`src/rtl/rst_seq.sv`:
```
// rst_seq: PLL-lock qualified, staggered multi-channel reset sequencer.
// Holds all channels in reset until lock is stable, then releases them in order.
module rst_seq #(
  parameter int N_CH        = 4,
  parameter int LOCK_FILT   = 16,
  parameter int STRETCH     = 8,
  parameter int GAP         = 4,
  parameter int SYNC_STAGES = 2,
  parameter int LOSS_W      = 8
) (
  input  logic              clk_in,
  input  logic              rst_in,
  input  logic              pll_lock,
  input  logic              sw_rst_req,
  input  logic              clr_flag,
  output logic [N_CH-1:0]   rst_out,
  output logic              ready,
  output logic              lock_lost,
  output logic [LOSS_W-1:0] loss_cnt
);

  typedef enum logic [1:0] {
    S_WAIT_LOCK,
    S_STRETCH,
    S_RELEASE,
    S_RUN
  } state_t;

  localparam int FW = $clog2(LOCK_FILT + 1);
  localparam int SW = $clog2(STRETCH + 1);
  localparam int GW = $clog2(GAP + 1);

  localparam logic [FW-1:0]     FILT_MAX = FW'(LOCK_FILT);
  localparam logic [SW-1:0]     STR_LAST = SW'(STRETCH - 1);
  localparam logic [GW-1:0]     GAP_LAST = GW'(GAP - 1);
  localparam logic [LOSS_W-1:0] LOSS_MAX = '1;

  logic [SYNC_STAGES-1:0] sync_q;
  logic                   lock_s;

  state_t              state_q, state_d;
  logic [FW-1:0]       filt_q, filt_d;
  logic [SW-1:0]       str_q, str_d;
  logic [GW-1:0]       gap_q, gap_d;
  logic [N_CH-1:0]     rst_q, rst_d;
  logic                ready_q, ready_d;
  logic                lost_q, lost_d;
  logic [LOSS_W-1:0]   cnt_q, cnt_d;

  logic                drop;
  logic                counted;
  logic [N_CH-1:0]     rel_nxt;

  // Lock synchroniser; the only logic that samples pll_lock.
  always_ff @(posedge clk_in or posedge rst_in) begin
    if (rst_in) begin
      sync_q <= '0;
    end else begin
      sync_q <= {sync_q[SYNC_STAGES-2:0], pll_lock};
    end
  end

  assign lock_s = sync_q[SYNC_STAGES-1];

  // A drop outside WAIT_LOCK aborts; only RELEASE/RUN drops are events.
  assign drop    = !lock_s && (state_q != S_WAIT_LOCK);
  assign counted = !lock_s &&
                   ((state_q == S_RELEASE) || (state_q == S_RUN));

  // Releasing the next channel clears the lowest still-set bit.
  assign rel_nxt = rst_q << 1;

  // Sequencer next-state and registered-output values.
  always_comb begin
    state_d = state_q;
    filt_d  = filt_q;
    str_d   = str_q;
    gap_d   = gap_q;
    rst_d   = rst_q;
    ready_d = ready_q;
    lost_d  = lost_q;
    cnt_d   = cnt_q;

    if (drop) begin
      state_d = S_WAIT_LOCK;
      filt_d  = '0;
      str_d   = '0;
      gap_d   = '0;
      rst_d   = '1;
      ready_d = 1'b0;
    end else begin
      unique case (state_q)
        S_WAIT_LOCK: begin
          rst_d   = '1;
          ready_d = 1'b0;
          if (!lock_s) begin
            filt_d = '0;
          end else if (filt_q == FILT_MAX) begin
            state_d = S_STRETCH;
            filt_d  = '0;
            str_d   = '0;
          end else begin
            filt_d = filt_q + FW'(1);
          end
        end
        S_STRETCH: begin
          if (str_q == STR_LAST) begin
            str_d = '0;
            gap_d = '0;
            rst_d = rel_nxt;
            if (rel_nxt == '0) begin
              state_d = S_RUN;
              ready_d = 1'b1;
            end else begin
              state_d = S_RELEASE;
            end
          end else begin
            str_d = str_q + SW'(1);
          end
        end
        S_RELEASE: begin
          if (gap_q == GAP_LAST) begin
            gap_d = '0;
            rst_d = rel_nxt;
            if (rel_nxt == '0) begin
              state_d = S_RUN;
              ready_d = 1'b1;
            end
          end else begin
            gap_d = gap_q + GW'(1);
          end
        end
        S_RUN: begin
          if (sw_rst_req) begin
            state_d = S_STRETCH;
            str_d   = '0;
            rst_d   = '1;
            ready_d = 1'b0;
          end
        end
        default: begin
          state_d = S_WAIT_LOCK;
          rst_d   = '1;
          ready_d = 1'b0;
        end
      endcase
    end

    if (counted) begin
      lost_d = 1'b1;
    end else if (clr_flag) begin
      lost_d = 1'b0;
    end

    if (counted && (cnt_q != LOSS_MAX)) begin
      cnt_d = cnt_q + LOSS_W'(1);
    end
  end

  // State, counters and registered outputs.
  always_ff @(posedge clk_in or posedge rst_in) begin
    if (rst_in) begin
      state_q <= S_WAIT_LOCK;
      filt_q  <= '0;
      str_q   <= '0;
      gap_q   <= '0;
      rst_q   <= '1;
      ready_q <= 1'b0;
      lost_q  <= 1'b0;
      cnt_q   <= '0;
    end else begin
      state_q <= state_d;
      filt_q  <= filt_d;
      str_q   <= str_d;
      gap_q   <= gap_d;
      rst_q   <= rst_d;
      ready_q <= ready_d;
      lost_q  <= lost_d;
      cnt_q   <= cnt_d;
    end
  end

  assign rst_out   = rst_q;
  assign ready     = ready_q;
  assign lock_lost = lost_q;
  assign loss_cnt  = cnt_q;

endmodule

```
`config.mk`:
```
export PLATFORM = sky130hd
export DESIGN_NAME = rst_seq
export DESIGN_NICKNAME = d
export VERILOG_FILES = /design/src/rtl/rst_seq.sv
export SDC_FILE = /design/constraint.sdc
export NUM_CORES = 1
export LEC_CHECK = 0
export ABC_AREA = 1
export CORE_UTILIZATION = 45
export CTS_CLUSTER_SIZE = 16
export DETAILED_ROUTE_END_ITERATION = 10
export PLACE_DENSITY = 0.66
export SLEW_MARGIN = 15
export SYNTH_ARGS = -nofsm -noshare
export SYNTH_HDL_FRONTEND = slang
export SYNTH_SLANG_ARGS = --single-unit
```
`constraint.sdc`:
```
create_clock -name clk_in -period 4.4 [get_ports clk_in]
set_input_delay 0.88 -clock clk_in [delete_from_list [all_inputs] [get_ports clk_in]]
set_output_delay 0.88 -clock clk_in [all_outputs]
set_load 0.05 [all_outputs]
```
== Word level (Yosys, flattened, before mapping) ==
Cells that the tools add are included.
Operators by class
  $add $sub $neg: 4
  eq/ne operators: 13
  muxes and demuxes: 36
  reductions and logical operators: 16
Operator list (count)
  two-way mux 4 bit: 9
  two-way mux 5 bit: 4
  one-hot mux 4 bit (4 select lines): 1
  two-way mux 2 bit: 7
  != test 3 bit, second input constant: 4
  one-hot mux 4 bit (3 select lines): 1
  two-way mux 3 bit: 3
  adder 8 x 1 -> 8 bit, second input constant: 1
  two-way mux 1 bit: 8
  != test 8 bit, second input constant: 1
  one-hot mux 2 bit (4 select lines): 1
  != test 3 x 2 -> 1 bit, second input constant: 2
  one-hot mux 3 bit (2 select lines): 1
  AND reduction 6 bit: 1
  nonzero test 2 bit: 3
  adder 5 x 1 -> 5 bit, second input constant: 1
  equality test 5 bit, second input constant: 1
  adder 4 x 1 -> 4 bit, second input constant: 1
  equality test 2 bit, second input constant: 2
  equality test 4 x 3 -> 1 bit, second input constant: 1
  logical NOT 4 bit: 1
  one-hot mux 1 bit (4 select lines): 1
  AND reduction 4 bit: 1
  nonzero test 4 bit: 1
  10 further kinds: 12
Word-level totals
  bits in registers: 30
  bits of input ports: 5
  logic and storage cells: 78

== Longest topological paths before layout ==
Gate-level depths: netlist (run 1).
  depth in word-level cells: 5
  gate-level depth with buffers: 11
  gate-level depth less buffers: 11

== Worst setup path after synthesis (run 1) ==
OpenSTA, ideal clock, no wires.
  path kind: register to register
  from: register cnt_q[1] (netlist: loss_cnt[1])
  to: register cnt_q[5] (netlist: loss_cnt[5])
  setup time: 0.119 ns
  arrival time: 1.520 ns
  required time: 4.281 ns
  path slack: 2.761 ns
  cell stages (with the launch flop): 9
  path buffers: 0
  period minus slack after synthesis: 1.639 ns
  cell sequence: dfrtp_1 -> ha_1 -> nand2_1 -> nor2_1 -> nand3_1 -> nand2_2 -> inv_2 -> nand3_1 -> nand2_1
On the way
  word-level cells in the longest chain between the ends: 2
  elaborated cells between the ends (all ways): 3
Ends and longest elaborated chain
  from (decl): RTL line 48  | logic [LOSS_W-1:0] cnt_q, cnt_d;
  from (signal assigned): RTL line 179  | cnt_q <= cnt_d;
  parallel branches: the longest is 2 deep, another holds adder 8 x 1 -> 8 bit
Several ways; the timed one is not identified.
A chain may end at the register's enable or synchronous reset.

== Worst setup path after layout (run 1) ==
  from: register rst_q[1] (netlist: rst_out[1])
  to: output port rst_out[1]
RTL lines
  from (decl): RTL line 45  | logic [N_CH-1:0] rst_q, rst_d;
  from (signal assigned): RTL line 176  | rst_q <= rst_d;
  to (decl): RTL line 16  | output logic [N_CH-1:0] rst_out,
No word-level cell between the ends.

==> impl_metrics.yaml, run 1 <==
status:
  run_status: "finished clean"
clock_tree:
  cts_setup_buffers: 0
  cts_resized: 0
  clk_latency_ns: 0.28
  cts-root-buf: "clkbuf_8"
  cts_sinks: 30
  ctsHoldBuffers: 0
  clock_path_buffers: 2
  cts_tree: "yes"
  clk_pin_slew_ns: 0.07
  htreeDepth: 2
  cts_buffers: 5
yosys:
  yosys.area.top_type: "dfrtp_1"
  synthCells: 215
  synth_warnings: 0
  ys_ff_latch: 30
  synthTopCellsByArea: "dfrtp_1, nand2_1, ha_1"
  synth.most_common_cell: "nand2_1"
  synthTopCellsByCount: "nand2_1, dfrtp_1, inv_1"
  yosys.area.top_type_share_pct: 38.3
  yosysSeqAreaShare_pct: 44.5
  async_flop_share_pct: 100
  syn_area_per_cell_um2: 7.89
  synth_cell_types: 28
  synth_flop_cell: "dfrtp_1"
  synth_edf_count: 0
  synth_nets: 229
  synthesis.area_um2: 1700
sta:
  worst_pin_slew_ns: 0.500
  finalSetupTns_ns: 0
  timing.final.crit_share_pct: 57.1
  skew_ns: 0.00561
  fmax_mhz: 398
  setup_ws_ns: 1.89
  final_max_slew_viol_count: 0
  setup_viol: 0
  hold_viol: 0
  slew_headroom_pct: 66.6
  rsz0062_at_grt: "no"
  finalCriticalPeriod_ns: 2.51
detailed_routing:
  wl_mm: 3.21
  first_iter_violations: 58
  post_drt_via_cell_ratio: 4.80
  vias: 1378
  drc_errors: 0
  post_drt_wl_per_cell_um: 11.2
  ant_nets: 0
  dr.pass1.iters: 4
critical_path:
  path_cells: "clkdlybuf4s50_1"
  cp-start-kind: "flop"
  path_max_fanout: 4
  reg2regPathDepth: 9
  arrival_ns: 1.63
  crit_cells: 1
  slowest_stage: "clkdlybuf4s50_1"
  cpPeakStageDelay_ns: 0.80
  path_class: "reg2out"
  cp-end-kind: "output pin"
  worstPathRequired_ns: 3.52
  critical_path_buf_inv_count: 1
  critPathTopFamily: "buffers and inverters"
  r2r_slack_ns: 2.72
floorplan:
  coreArea_um2: 3470
  die-width_um: 63.4
  row_count: 21
  die_h_um: 63.4
  die_area_um2: 4020
  pin_count: 19
  start_util_pct: 48.9
final_layout:
  finish.net_count: 254
  fin_cells: 287
  drive_gt1_share_pct: 10.8
  area_growth_pct: 19.4
  n_antenna_cell: 0
  final_area_um2: 2030
pwr:
  total_power_mw: 1.26
  power.density_nw_per_um2: 623
  clkPwrFrac_pct: 18.7
  p_leak_nw: 0.989
  switchingPower_uw: 579
  p_int_uw: 683
  peakVddDrop_mv: 0.429
  switching_share_pct: 45.9
  pwr-share-comb_pct: 47.9
  p_seq_share_pct: 33.5
grt:
  grt_usage_pct: 19.3
  grt_start_max_net_pins: 31
  grt_overflow: 0
  grt_pass1_wl_mm: 6.02
  grt_pass1_vias: 1411
  antenna_found_initial: 0
worst_hold_path:
  min_delay_path_depth: 0
  hold_path_class: "reg2reg"
placed_design:
  dp_slack_ns: 2.19
  place_hpwl_mm: 2.32
  routabilityCongestion: 0.852
  dp.cells: 279
  dpl_cell_area_um2: 1930
  port-buffer-count: 18
job:
  max-cap-violations: 0
-- power by group through the flow --
stage / Sequential [mW] / Clock [mW] / Combinational (mW)
after floorplan: 0.548 / 0 / 0.325
after global placement: 0.428 / 0 / 0.602
after detailed placement: 0.428 / 0 / 0.606
after CTS: 0.424 / 0.243 / 0.609
after global routing: 0.436 / 0.253 / 0.680
final: 0.423 / 0.235 / 0.604
-- placed cells by master, fill, tap and decap left out --
cell type        instances
o21ai_2                  1
inv_1                   22
nand3b_1                 1
clkbuf_8                 6
or2_2                    1
a21oi_1                  2
dfstp_2                  4
nand3_4                  1
nor3_1                   5
nand2_1                 66
xor2_1                   5
xnor2_1                  2
clkinvlp_4               1
o22ai_1                  1
ha_1                     9
nand3_2                  2
clkinv_2                 1
o21ai_0                 13
clkinv_4                 1
or2_0                    1
nand4_1                  1
buf_4                    1
inv_2                    3
nor2_2                   1
nand2_4                  1
nand2_2                  2
dfrtp_1                 26
o21ai_1                  1
nand3_1                 21
o21bai_1                 2
nor2_1                  19
clkdlybuf4s50_1         18
-- flip-flops by register name, summed over array words and instances (netlist names) --
register,cells
state_q,2
filt_q,5
ready,1
rst_out,4
str_q,4
loss_cnt,8
sync_q,2
lock_lost,1
gap_q,3
-- final cells by class --
cell class / count / area, um2
Clock buffer: 6 / 82.6
Sequential cell: 30 / 756
Tap cell: 46 / 57.6
Timing Repair Buffer: 19 / 188
Inverter: 26 / 103
Multi-Input combinational cell: 158 / 827
Fill cell: 357 / 1440
Clock inverter: 2 / 12.5
-- cell families (layout without fill, tap and decap cells) --
kind of cell / count (synthesis) / count (layout) / synth area share, %
AO/OA/AOI/OAI: 20 / 20 / 6.49
XOR/XNOR: 7 / 7 / 3.61
adder cells (fa/ha/maj): 9 / 9 / 6.64
buffers and inverters: 27 / 53 / 6.71
flip-flops: 30 / 30 / 44.5
AND/OR/NAND/NOR: 122 / 122 / 32.0
-- metal layers --
metal	wire, um	global-route usage [%]
met3	113	5.43
met2	1440	30.9
met1	1600	24.2
met5	0	0
met4	53	8.52
-- final timing paths --
path / start / end
worst max-delay path: rst_out[1] / rst_out[1]
worst min-delay path: sync_q[0] / sync_q[1]
worst max register to register: state_q[0] / str_q[3]
worst min register to register: sync_q[0] / sync_q[1]
max in group asynchronous: rst_in / rst_out[3]
min in group asynchronous: rst_in / sync_q[1]
-- per-stage QoR --
| stage | hold slack [ns] | util, % |
|---|---|---|
| detailed placement | 0.339 | 55.7 |
| floorplan | 0.331 | - |
| finish | 0.348 | 58.4 |
| CTS | 0.349 | 58.4 |
| global placement | 0.340 | 55.7 |
| global route | 0.370 | 58.4 |
Power figures use the tool's default switching activity.
==> run 2: changes to the inputs <==
- clock period: 4.4 -> 2.4 ns (I/O delays scaled with it)
==> impl_metrics.yaml, run 2 (synthesis gave the netlist of run 1 again) <==
critical_path:
  cpPeakStageDelay_ns: 0.80
  path_cells: "clkdlybuf4s50_1"
  arrival_ns: 1.63
  path_class: "reg2out"
  worstPathRequired_ns: 1.92
  cp-end-kind: "output pin"
  critPathTopFamily: "buffers and inverters"
  path_max_fanout: 4
  cp-start-kind: "flop"
  critical_path_buf_inv_count: 1
  slowest_stage: "clkdlybuf4s50_1"
grt:
  grt_overflow: 0
  grt_pass1_vias: 1323
  grt_usage_pct: 18.7
  grt_start_max_net_pins: 31
  grt_pass1_wl_mm: 5.80
  antenna_found_initial: 0
clock_tree:
  cts_tree: "yes"
  clk_pin_slew_ns: 0.07
  ctsHoldBuffers: 0
  cts_buffers: 5
  cts-root-buf: "clkbuf_8"
  cts_setup_buffers: 0
  cts_resized: 0
  cts_sinks: 30
  clock_path_buffers: 2
  clk_latency_ns: 0.29
  htreeDepth: 2
job:
  max-cap-violations: 0
final_layout:
  layout_common_cells: "nand2_1, dfrtp_1, inv_1, nand3_1, nor2_1"
  fillerInstances: 351
  finish.net_count: 254
  largest_register_ffs: 8
  regArea_um2: 756
  final_common_cell: "nand2_1"
  n_antenna_cell: 0
  drive_gt1_share_pct: 10.8
  area_growth_pct: 20.2
  multiInputGateArea_um2: 827
  final_area_um2: 2040
detailed_routing:
  post_drt_via_cell_ratio: 4.76
  wl_mm: 3.11
  ant_nets: 0
  vias: 1367
  drc_errors: 0
  post_drt_wl_per_cell_um: 10.8
  first_iter_violations: 81
  dr.pass1.iters: 4
floorplan:
  coreArea_um2: 3470
  die-width_um: 63.4
  pin_count: 19
  die_h_um: 63.4
  row_count: 21
  start_util_pct: 48.9
  die_area_um2: 4020
sta:
  timing.final.crit_share_pct: 87.9
  slew_headroom_pct: 66.8
  final_max_slew_viol_count: 0
  rsz0062_at_grt: "no"
  finalSetupTns_ns: 0
  fmax_mhz: 474
  worst_pin_slew_ns: 0.496
  skew_ns: 0.00934
  setup_viol: 0
  hold_viol: 0
  finalCriticalPeriod_ns: 2.11
worst_hold_path:
  hold_path_class: "reg2reg"
pwr:
  power.density_nw_per_um2: 1170
  peakVddDrop_mv: 0.668
  p_leak_nw: 1.00
placed_design:
  routabilityCongestion: 0.851
  dpl_cell_area_um2: 1930
  place_hpwl_mm: 2.26
  port-buffer-count: 18
status:
  run_status: "finished clean"
## run 2: cell count changes in the layout (fill, tap and decap cells not counted), sizes merged
cell / delta
bufinv: +1
clkinv: +1
clkinvlp: -1
clkbuf: -1
## run 2: routing by layer
layer / vias up / global-route usage, % / part of all wire [%]
li1: 736 / - / -
met1: 609 / 24.1 / 52
met2: 16 / 29.1 / 42
met3: 6 / 4.89 / 3.3
met4: 0 / 8.52 / 2.0
met5: - / 0 / 0
## run 2: final timing paths
check / end / startpoint / slack [ns] / cells past startpoint
max: rst_out[2] / rst_out[2] / 0.29 / 1
min: sync_q[1] / sync_q[0] / 0.35 / 0
max reg2reg: str_q[1] / state_q[0] / 0.73 / 9
min reg2reg: sync_q[1] / sync_q[0] / 0.35 / 0
max in group asynchronous: rst_out[0] / rst_in / 1.51 / 3
min in group asynchronous: sync_q[0] / rst_in / 0.55 / 3
## run 2: where the power goes
group / leakage, nW / total, mW / internal, mW / switching [mW]
Sequential: 0.390 / 0.777 / 0.657 / 0.120
Clock: 0.0579 / 0.501 / 0.305 / 0.196
Combinational: 0.552 / 1.10 / 0.364 / 0.734
## run 2: area by class of cell
| class | instances | share of cell area, % |
|---|---|---|
| clock inverter | 3 | 1.96 |
| clock buffer | 5 | 3.37 |
| inverter | 26 | 5.03 |
| timing repair buffer | 19 | 9.20 |
| tap | 46 | 2.82 |
| multi-input combinational | 158 | 40.6 |
| sequential | 30 | 37.1 |
## run 2: stage by stage
stage	setup slack (ns)	utilization (%)	hold WS, ns	power [mW]	cells
5_1_grt	0.256	58.8	0.356	2.58	287
3_5_place_dp	0.589	55.7	0.337	1.89	279
2_1_floorplan	0.761	-	0.331	1.60	215
3_3_place_gp	0.593	55.7	0.336	1.89	279
4_1_cts	0.277	58.8	0.354	2.40	287
6_report	0.290	58.8	0.351	2.38	287
